<file path="src/rtl/rle_pkg.sv">
// Shared definitions for the run-length codec: FSM states, word geometry
// and the bit offsets of the (count, byte) pair fields inside a 32-bit word.
package rle_pkg;

  localparam int WORD_W         = 32;
  localparam int PORT_ADDR_W    = 16;
  localparam int BYTES_PER_WORD = 4;
  localparam int LANE_W         = 2;

  // Pair layout, little-endian: pair0 in the low half, pair1 in the high half.
  // The encoder packs its output with these same offsets.
  localparam int COUNT0_LSB = 0;
  localparam int BYTE0_LSB  = 8;
  localparam int COUNT1_LSB = 16;
  localparam int BYTE1_LSB  = 24;

  typedef enum logic [2:0] {
    ST_IDLE,
    ST_RD_REQ,
    ST_RD_CAP,
    ST_EXPAND,
    ST_WRITE,
    ST_FLUSH,
    ST_FIN
  } state_t;

endpackage

</file>
<file path="src/rtl/rle_byte_packer.sv">
// Packs a stream of bytes little-endian into 32-bit words. The word output
// already contains any byte pushed in the current cycle, so the caller can
// register a complete word on the same edge that places its last byte.
module rle_byte_packer
  import rle_pkg::*;
(
  input  logic              clk,
  input  logic              reset,
  input  logic              i_push,
  input  logic [7:0]        i_byte,
  input  logic              i_clear,
  output logic              o_full,
  output logic [LANE_W-1:0] o_lane,
  output logic [WORD_W-1:0] o_word
);

  logic [LANE_W-1:0] r_lane;
  logic [WORD_W-1:0] r_acc;
  logic [WORD_W-1:0] w_wordNext;
  logic [4:0]        w_laneLsb;

  assign w_laneLsb = {r_lane, 3'b000};

  // Merge the byte being pushed into its lane of the accumulated word
  always_comb begin
    w_wordNext = r_acc;
    if (i_push) begin
      w_wordNext[w_laneLsb +: 8] = i_byte;
    end
  end

  // Accumulate pushed bytes; clearing empties both the lanes and the data so
  // a later partial word carries zeros in its unused upper lanes
  always_ff @(posedge clk) begin
    if (reset || i_clear) begin
      r_lane <= '0;
      r_acc  <= '0;
    end else if (i_push) begin
      r_lane <= r_lane + 1'b1;
      r_acc  <= w_wordNext;
    end
  end

  assign o_full = i_push && (r_lane == LANE_W'(BYTES_PER_WORD - 1));
  assign o_lane = r_lane;
  assign o_word = w_wordNext;

endmodule

</file>
<file path="src/rtl/rle_decode.sv">
// Run-length decoder: reads (count, byte) pairs from memory port A, expands
// them into plaintext bytes and writes packed words back through the same
// port. Reads and writes are never issued in the same cycle.
module rle_decode
  import rle_pkg::*;
(
  input  logic        clk,
  input  logic        reset,
  input  logic        start,
  input  logic [31:0] rle_addr,
  input  logic [31:0] rle_size,
  input  logic [31:0] message_addr,
  output logic [31:0] message_size,
  output logic        done,
  output logic        port_A_clk,
  output logic [15:0] port_A_addr,
  output logic        port_A_we,
  output logic [31:0] port_A_data_in,
  input  logic [31:0] port_A_data_out
);

  state_t      r_state;
  state_t      r_resume;
  logic [31:0] r_rdAddr;
  logic [31:0] r_wrAddr;
  logic [31:0] r_pairsLeft;
  logic [7:0]  r_remaining;
  logic [7:0]  r_curByte;
  logic        r_pairSel;
  logic [7:0]  r_pair1Count;
  logic [7:0]  r_pair1Byte;
  logic [31:0] r_msgSize;
  logic        r_done;
  logic        r_we;
  logic [15:0] r_addr;
  logic [31:0] r_dataIn;

  logic              w_push;
  logic              w_exhausted;
  logic              w_clear;
  logic              w_full;
  logic [LANE_W-1:0] w_lane;
  logic [31:0]       w_packWord;
  logic [31:0]       w_pairsInit;
  logic [31:0]       w_pairsNext;
  logic [31:0]       w_rdAddrNext;
  state_t            w_afterPair;

  rle_byte_packer u_packer (
    .clk     (clk),
    .reset   (reset),
    .i_push  (w_push),
    .i_byte  (r_curByte),
    .i_clear (w_clear),
    .o_full  (w_full),
    .o_lane  (w_lane),
    .o_word  (w_packWord)
  );

  assign w_pairsInit  = rle_size >> 1;
  assign w_pairsNext  = r_pairsLeft - 32'd1;
  assign w_rdAddrNext = r_rdAddr + 32'd4;
  assign w_push       = (r_state == ST_EXPAND) && (r_remaining != 8'd0);
  assign w_exhausted  = (r_state == ST_EXPAND) && (r_remaining <= 8'd1);
  assign w_clear      = (r_state == ST_WRITE) || (r_state == ST_FLUSH) ||
                        ((r_state == ST_IDLE) && start);

  // Decide where to go once the current pair runs out: finish (flushing any
  // partial word), move on to pair1 of the held word, or fetch the next word
  always_comb begin
    w_afterPair = ST_EXPAND;
    if (w_pairsNext == 32'd0) begin
      if (w_full || (!w_push && (w_lane == '0))) begin
        w_afterPair = ST_FIN;
      end else begin
        w_afterPair = ST_FLUSH;
      end
    end else if (r_pairSel) begin
      w_afterPair = ST_RD_REQ;
    end
  end

  // Main control FSM; port outputs are set on the edge entering the state
  // that uses them, so each read or write occupies exactly its own state
  always_ff @(posedge clk) begin
    if (reset) begin
      r_state      <= ST_IDLE;
      r_resume     <= ST_IDLE;
      r_rdAddr     <= '0;
      r_wrAddr     <= '0;
      r_pairsLeft  <= '0;
      r_remaining  <= '0;
      r_curByte    <= '0;
      r_pairSel    <= 1'b0;
      r_pair1Count <= '0;
      r_pair1Byte  <= '0;
      r_msgSize    <= '0;
      r_done       <= 1'b0;
      r_we         <= 1'b0;
      r_addr       <= '0;
      r_dataIn     <= '0;
    end else begin
      case (r_state)
        ST_IDLE: begin
          if (start) begin
            r_rdAddr    <= rle_addr;
            r_wrAddr    <= message_addr;
            r_msgSize   <= '0;
            r_done      <= 1'b0;
            r_pairsLeft <= w_pairsInit;
            if (w_pairsInit == 32'd0) begin
              r_state <= ST_FIN;
            end else begin
              r_state <= ST_RD_REQ;
              r_we    <= 1'b0;
              r_addr  <= rle_addr[15:0];
            end
          end
        end

        ST_RD_REQ: begin
          r_state <= ST_RD_CAP;
        end

        ST_RD_CAP: begin
          r_curByte    <= port_A_data_out[BYTE0_LSB +: 8];
          r_remaining  <= port_A_data_out[COUNT0_LSB +: 8];
          r_pair1Byte  <= port_A_data_out[BYTE1_LSB +: 8];
          r_pair1Count <= port_A_data_out[COUNT1_LSB +: 8];
          r_pairSel    <= 1'b0;
          r_state      <= ST_EXPAND;
        end

        ST_EXPAND: begin
          if (w_push) begin
            r_remaining <= r_remaining - 8'd1;
            r_msgSize   <= r_msgSize + 32'd1;
          end
          if (w_exhausted) begin
            r_pairsLeft <= w_pairsNext;
            if (w_pairsNext != 32'd0) begin
              if (!r_pairSel) begin
                r_curByte   <= r_pair1Byte;
                r_remaining <= r_pair1Count;
                r_pairSel   <= 1'b1;
              end else begin
                r_rdAddr <= w_rdAddrNext;
              end
            end
          end
          if (w_full) begin
            r_state  <= ST_WRITE;
            r_resume <= w_exhausted ? w_afterPair : ST_EXPAND;
            r_we     <= 1'b1;
            r_addr   <= r_wrAddr[15:0];
            r_dataIn <= w_packWord;
          end else if (w_exhausted) begin
            r_state <= w_afterPair;
            if (w_afterPair == ST_FLUSH) begin
              r_we     <= 1'b1;
              r_addr   <= r_wrAddr[15:0];
              r_dataIn <= w_packWord;
            end else if (w_afterPair == ST_RD_REQ) begin
              r_addr <= w_rdAddrNext[15:0];
            end
          end
        end

        ST_WRITE: begin
          r_we     <= 1'b0;
          r_wrAddr <= r_wrAddr + 32'd4;
          r_state  <= r_resume;
          if (r_resume == ST_RD_REQ) begin
            r_addr <= r_rdAddr[15:0];
          end
        end

        ST_FLUSH: begin
          r_we     <= 1'b0;
          r_wrAddr <= r_wrAddr + 32'd4;
          r_state  <= ST_FIN;
        end

        ST_FIN: begin
          r_done  <= 1'b1;
          r_state <= ST_IDLE;
        end

        default: begin
          r_state <= ST_IDLE;
        end
      endcase
    end
  end

  assign port_A_clk     = clk;
  assign port_A_addr    = r_addr;
  assign port_A_we      = r_we;
  assign port_A_data_in = r_dataIn;
  assign message_size   = r_msgSize;
  assign done           = r_done;

endmodule

</file>
<file path="config.mk">
export PLATFORM = sky130hd
export DESIGN_NAME = rle_decode
export DESIGN_NICKNAME = d
export VERILOG_FILES = /design/src/rtl/rle_pkg.sv /design/src/rtl/rle_byte_packer.sv /design/src/rtl/rle_decode.sv
export SDC_FILE = /design/constraint.sdc
export NUM_CORES = 1
export LEC_CHECK = 0
export CORE_UTILIZATION = 45
export CTS_CLUSTER_SIZE = 16
export DETAILED_ROUTE_END_ITERATION = 8
export PLACE_DENSITY = 0.71
export SYNTH_ARGS = -nofsm -noshare
export SYNTH_HDL_FRONTEND = slang
export SYNTH_SLANG_ARGS = --single-unit
</file>
<file path="constraint.sdc">
create_clock -name clk -period 9.96 [get_ports clk]
set_clock_uncertainty 0.1 [all_clocks]
set_input_delay 1.494 -clock clk [delete_from_list [all_inputs] [get_ports clk]]
set_output_delay 1.494 -clock clk [all_outputs]
set_load 0.005 [all_outputs]
</file>
### Word-level counts from Yosys, hierarchy flattened

Cells that the tools add are included.

* register bits: 251
* bits in latches: 0
* RAM bits: 0
* ROM bits: 0
* input port bits: 131
* word-level logic and storage cells: 140
* memories kept: 0

* $add $sub $neg: 7
* $mul: 0
* div/mod/pow operators: 0
* $lt $le $gt $ge: 1
* eq/ne operators: 21
* shift operators: 2
* muxes and demuxes: 55
* bitwise operators: 0
* reductions and logical operators: 37

Operator list (number)
* 32-bit 2-to-1 mux: 13
* 32-bit one-hot mux with 2 select lines: 4
* 16-bit 2-to-1 mux: 7
* 32-bit by 3-bit adder with 32-bit output (second input constant): 2
* 32-bit zero test: 2
* 8-bit 2-to-1 mux: 7
* 16-bit one-hot mux with 3 select lines: 1
* 32-bit by 1-bit adder with 32-bit output (second input constant): 1
* 32-bit bitwise mux: 1
* 8-bit one-hot mux with 2 select lines: 2
* 32-bit nonzero test: 1
* 8-bit by 7-bit variable shift with 32-bit output (first input constant): 1
* 8-bit by 7-bit variable part select with 32-bit output: 1
* 32-bit by 1-bit subtractor with 32-bit output (second input constant): 1
* 3-bit 2-to-1 mux: 6
* 3-bit one-hot mux with 6 select lines: 1
* 3-bit == test (second input constant): 4
* 3-bit AND reduction: 4
* 2-bit nonzero test: 6
* 2-bit inequality test (second input constant): 5
* 5-bit AND reduction: 2
* 3-bit by 1-bit == test with 1-bit output (second input constant): 3
* 8-bit by 1-bit less-or-equal comparator with 1-bit output (second input constant): 1
* 1-bit 2-to-1 mux: 8
* 23 further kinds: 39

### Depth between registers and ports, before layout

Gate-level depths: netlist of run 1.

* depth in word-level cells: 13
* mapped depth: 14
* gate-level depth less buffers: 11

### Hierarchy

Synthesis of run 1 repeated with hierarchy kept, for this count alone.

* cell total of the unflattened synthesis: 1530
* area total of the unflattened synthesis: 11868.9 sq um

By module, submodules not included
* rle_decode: instances 1, cells an instance 1372, area each 10367.4 sq um
* rle_byte_packer: instances 1, cells an instance 158, area each 1501.4 sq um

==> results by group, run 1 <==
Floorplan
  – Initial Util: 45.8%
  – Std cell rows: 57
  – Die Y: about 160 um
  – CORE AREA: ~24,000 um2
  – I/O pin count: 214
  – Die area: 25,300 um2
  – Die Wd: ~160 um

Place
  – Number of port buffers: 180
  – Gpl congestion: roughly 0.88
  – Post-DP HPWL: approximately 22 mm

Critical path
  – CP bufs+invs: 3
  – Reg2reg path depth: 9
  – Kind of critical path: clock port to primary output
  – Crit path max-delay cell type: clkdlybuf4s50_1
  – CP dominant cell by count: clkbuf_16
  – Worst setup SP type: clock port
  – Worst path depth: 3
  – R2R Path Start: r_pairsLeft[2]
  – Largest stage delay, worst path: roughly 0.43 ns
  – CP Data Required Time: ~8.4 ns
  – Cell family with most CP delay: buffers and inverters
  – RR Endpoint: port_A_addr[7]
  – Critical path arrival: 5.65 ns
  – Crit path max fanout: 2
  – Crit-path cells: clkbuf_16, clkbuf_16, clkdlybuf4s50_1
  – Crit end category: primary output
  – R2r setup slk: 5.82 ns

Synth
  – Yosys warning total: 0
  – Seq/Total Area, Yosys: 39.5%
  – Cells after Synth: between 1,000 and 1,500
  – Syn_nets: about 1,600
  – Post-synth EDFFs: 0
  – Yosys cell types: a little over 80
  – Most used flip-flop cell after synthesis: dfxtp_1
  – FF+latch count, synth: around 220
  – Ys async rst share: 0%
  – Avg Cell Area, Syn: around 7.8 um2
  – Mapped cell area: between 10,000 and 15,000 um2

Cells and area
  – Area Growth Syn to Fin: 25.4%
  – Nets: roughly 1,700
  – Antenna Cells: 0
  – Share of layout cells above drive strength 1: 5.61%

Pwr
  – Clock power share: 41.7%
  – Internal power: about 1.7 mW
  – Sequential cell fraction of total power: between 40% and 50%
  – Max IR drop VDD: 111 uV
  – Sw frac: 28.8%
  – Total power: approximately 2.4 mW
  – Pwr Density: around 170 nW/um2
  – Sw power: 684 uW
  – Combinational fraction of design power: between 10% and 20%
  – Leakage power: around 5.0 nW

Drt
  – DR WL/cell: 17.1 um
  – Via count: between 10,000 and 15,000
  – Vias/cell: around 5.8
  – ANT nets after route: 0
  – Residual DRC: 2
  – DRT Pass-1 Iters: 7
  – Iter 0 DRT Violations: about 860
  – Total wire length: 32.4 mm

Timing
  – RSZ-0062 raised after global routing: false
  – Final hold viol count: 0
  – Final Setup Violations: 0
  – Slew Viols, Final: 0
  – Final TNS setup: 0 ns
  – Worst slew pin tran: between 1 and 1.5 ns
  – Worst rel slew slack: between 10% and 20%
  – Worst hold slack: 0.356 ns

Run status
  – Status: finished, violations left
  – Failing checks: design-rule violations

Global routing
  – Total GRT Usage: between 20% and 30%
  – Vias in the first global route: approximately 10,000
  – Largest net degree at the start of global routing: 94
  – Total grt overflow: 0
  – Initial antenna violation count: 0
  – First-pass GRT wire length: ~53 mm

Clock network
  – Clock-pin transition on the worst setup and hold timing paths: around 0.060 ns
  – Hold buffer count at cts: 0
  – CTS tree: done
  – # Post-CTS Setup Buffers: 0
  – Worst skew pair latency: 0.65 ns
  – PostCTS Resize Cnt: 0

Hold path
  – Min-Delay Path Class: flop to flop
  – Hold Path End: r_pair1Byte[3]
  – Hold Path Stages: 2
  – Hold Crit Start: r_pair1Byte[3]

Flow run
  – Max-capacitance violation count: 0
-- tightest hold or removal path: cells and delay by family (launching register included) --
family / cells / cell delay [ns]
flip-flops: 1 / 0.31
AO/OA/AOI/OAI: 1 / 0.05
AND/OR/NAND/NOR: 1 / 0.05
-- layout make-up --
| cell class | instances | area, um2 |
|---|---|---|
| tap | 324 | 405 |
| inverter | 21 | 78.8 |
| timing repair buffer | 189 | 1860 |
| multi-input combinational | 1091 | 6290 |
| clock buffer | 36 | 777 |
| sequential | 219 | 4380 |
| fill | 2246 | 10300 |
| clock inverter | 13 | 130 |
-- Yosys cell counts (6+ instances only) --
library cell    n  area (um2)
and2_1          6        37.5
nand2b_1        8        50.1
nor3_1         28         140
nor3b_1        11        82.6
nor4_1         24         150
a32o_1          7        70.1
dfxtp_1       219        4380
clkbuf_1       72         270
a211oi_1       56         420
or3_1          18         113
buf_2           9        45.0
inv_1          19        71.3
a22oi_1        20         150
ha_1           13         163
o21ai_0        87         435
a221oi_1        9        78.8
mux2i_1        14         140
nand2_1       170         638
a21oi_1       131         656
o31ai_1        10        75.1
nand4_1        18         113
a31oi_1        13        81.3
nand3_1        38         190
xor2_1         26         228
nor2_1        199         747
xnor2_1        12         105
and3_1         61         382
a311oi_1        7        61.3
buf_4           6        45.0
o21ai_1         7        35.0
-- flip-flops by register name (all words and copies together) (netlist names) --
| signal | count |
|---|---|
| port_A_we | 1 |
| port_A_data_in | 32 |
| r_pair1Count | 8 |
| u_packer.o_lane | 2 |
| r_resume | 3 |
| done | 1 |
| r_state | 3 |
| r_wrAddr | 16 |
| r_pair1Byte | 8 |
| r_pairSel | 1 |
| r_curByte | 8 |
| r_rdAddr | 16 |
| r_remaining | 8 |
| u_packer.r_acc | 32 |
| port_A_addr | 16 |
| message_size | 32 |
| r_pairsLeft | 32 |
-- metal layers --
layer	part of all wire [%]	track usage, %
met5	0	0
met4	2.6	8.70
met3	6.1	3.36
met2	45	39.5
met1	47	35.0
-- worst max path at each step --
stage	start	end	slack, ns
finish	clk	port_A_clk	2.71
global route	clk	port_A_clk	2.69
CTS	clk	port_A_clk	2.71
detailed placement	clk	port_A_clk	2.97
global placement	clk	port_A_clk	2.97
floorplan	clk	port_A_clk	3.28
-- placed cells by master (no fill, tap or decap), types with 18 or more instances in the layout --
| cell type | n |
|---|---|
| xor2_1 | 26 |
| and3_1 | 61 |
| nand3_1 | 38 |
| or3_1 | 18 |
| inv_1 | 19 |
| clkdlybuf4s50_1 | 179 |
| nand4_1 | 18 |
| o21ai_0 | 87 |
| a21oi_1 | 130 |
| nor3_1 | 27 |
| nor4_1 | 24 |
| dfxtp_1 | 219 |
| clkbuf_16 | 28 |
| nand2_1 | 169 |
| a22oi_1 | 20 |
| nor2_1 | 197 |
| a211oi_1 | 56 |
-- cells by family (layout without fill, tap and decap cells) --
logic type      after synthesis  count (layout)  synth area share, %
simple gates                614             614                 26.7
compound gates              412             412                 23.9
flops                       219             219                 39.5
xor+xnor                     38              38                 3.00
buf+inv                     113             259                 4.19
mux                          14              14                 1.26
fa+ha+maj                    13              13                 1.46
-- per-stage QoR --
step	cells	setup slack [ns]	cell area [um2]	util (%)
detailed placement	1845	2.97	13000	53.7
global placement	1845	2.97	13000	53.7
finish	1893	2.71	13900	57.4
CTS	1893	2.71	13900	57.4
global route	1893	2.69	13900	57.4
floorplan	1423	3.28	11100	-
-- power groups by stage --
stage	Combinational [mW]	Sequential [mW]	Clock, mW
floorplan	0.276	0.976	0.00651
global placement	0.384	1.00	0.00846
detailed placement	0.392	1.00	0.00846
CTS	0.396	0.983	1.00
global route	0.440	0.991	1.05
finish	0.399	0.985	0.989
Note: power is estimated with default switching activity, not from simulation.
==> run 2: changes to the inputs <==
- clock period: 9.96 -> 7.3 ns (I/O delays scaled with it)
==> run 2 against run 1 <==
  * The run now ends clean
  * Clock power up 37%
  * Clock-buffer cell count up 5
  * Sequential share of layout area down 0.062 points
  * Flip-flop and latch count unchanged
  * Critical path depth unchanged
  * First-iteration DRC count down 4.7%
  * Power up 37%
==> results by group, run 2 (synthesis gave the netlist of run 1 again) <==
Run status
  – Status: complete, no violations

Drt
  – Via count: 11,000
  – ANT nets after route: 0
  – Vias/cell: ~5.8
  – Total wire length: 32.0 mm
  – DR WL/cell: 16.9 um
  – Residual DRC: 0
  – DRT Pass-1 Iters: 5
  – Iter 0 DRT Violations: around 800

Critical path
  – Crit path max fanout: 2
  – CP Data Required Time: ~6.1 ns
  – Crit end category: primary output
  – Worst setup SP type: clock port
  – Critical path arrival: roughly 4.3 ns
  – Kind of critical path: clock port to primary output

Floorplan
  – Initial Util: around 46%
  – Std cell rows: 57
  – Die Wd: 159 um
  – Die area: 25,300 um2
  – Die Y: around 160 um
  – I/O pin count: between 200 and 250
  – CORE AREA: ~24,000 um2

Place
  – Post-DP HPWL: 21.9 mm
  – Gpl congestion: between 0.8 and 0.9
  – Placed cell area: between 10,000 and 15,000 um2
  – Number of port buffers: 180
  – Dpl cells: around 1,800
  – Pre-CTS WS: between 2 and 2.5 ns

Clock network
  – PostCTS Resize Cnt: 0
  – # Post-CTS Setup Buffers: 0
  – Hold buffer count at cts: 0
  – CTS tree: done
  – Clock-pin transition on the worst setup and hold timing paths: roughly 0.06 ns
  – Worst skew pair latency: 0.65 ns

Timing
  – Worst rel slew slack: 23.2%
  – Fin worst setup slack: 1.78 ns
  – Worst hold slack: around 0.35 ns
  – Final hold viol count: 0
  – Final TNS setup: 0 ns
  – RSZ-0062 raised after global routing: false
  – Final Setup Violations: 0
  – Worst slew pin tran: between 1 and 1.5 ns
  – Slew Viols, Final: 0

Cells and area
  – Antenna Cells: 0
  – Finished Core Util: 57.5%
  – Nets: between 1,500 and 2,000
  – Share of layout cells above drive strength 1: around 5.7%
  – Register area: ~4400 um2
  – Most frequent cells in the layout: dfxtp_1, nor2_1, clkdlybuf4s50_1
  – Area of the multi-input gates: between 6000 and 7000 um2
  – Final instance area: between 10,000 and 15,000 um2
  – Layout fillers: ~2,200
  – Non-Filler Instances: 1,894
  – Area Growth Syn to Fin: 25.6%
  – Commonest non-fill, non-tap cell in the layout: dfxtp_1

Global routing
  – First-pass GRT wire length: roughly 53 mm
  – Largest net degree at the start of global routing: 80
  – Total GRT Usage: 25.1%
  – Total grt overflow: 0
  – Vias in the first global route: between 10,000 and 15,000
  – Initial antenna violation count: 0

Pwr
  – Total power: between 3 and 4 mW
  – Max IR drop VDD: 162 uV
  – Leakage power: approximately 5.0 nW
  – Pwr Density: roughly 230 nW/um2

Hold path
  – Min-Delay Path Class: flop to flop

Flow run
  – Max-capacitance violation count: 0
run 2: path summary, 6_finish.rpt:
check                   end  cells past startpoint  slack, ns            from
max reg2reg  port_A_addr[6]                      9       2.91      r_state[1]
min reg2reg  r_pair1Byte[3]                      2       0.35  r_pair1Byte[3]
min          r_pair1Byte[3]                      2       0.35  r_pair1Byte[3]
max              port_A_clk                      3       1.78             clk
run 2: critical path, cell delays in order:
cell,delay (ns)
clkbuf_16,0.12
clkbuf_16,0.12
clkdlybuf4s50_1,0.43
run 2: routing by layer:
layer,GRT usage [%],part of all wire [%],vias to the layer above
met4,10.1,3.1,0
met5,0,0,-
li1,-,-,5424
met3,3.05,5.7,67
met2,39.9,45,361
met1,34.7,46,5170
run 2: cell type report:
class	instances	area share, %
multi-input cells	1091	45.1
inverters	21	0.565
repair buffers	189	13.4
clock buffers	41	6.06
flip-flops and latches	219	31.4
clock inverters	9	0.637
well taps	324	2.91
run 2: power breakdown:
part / switching (mW) / leakage [nW] / internal, mW
registers: 0.0849 / 1.78 / 1.26
logic: 0.318 / 2.75 / 0.224
clock network: 0.516 / 0.469 / 0.838
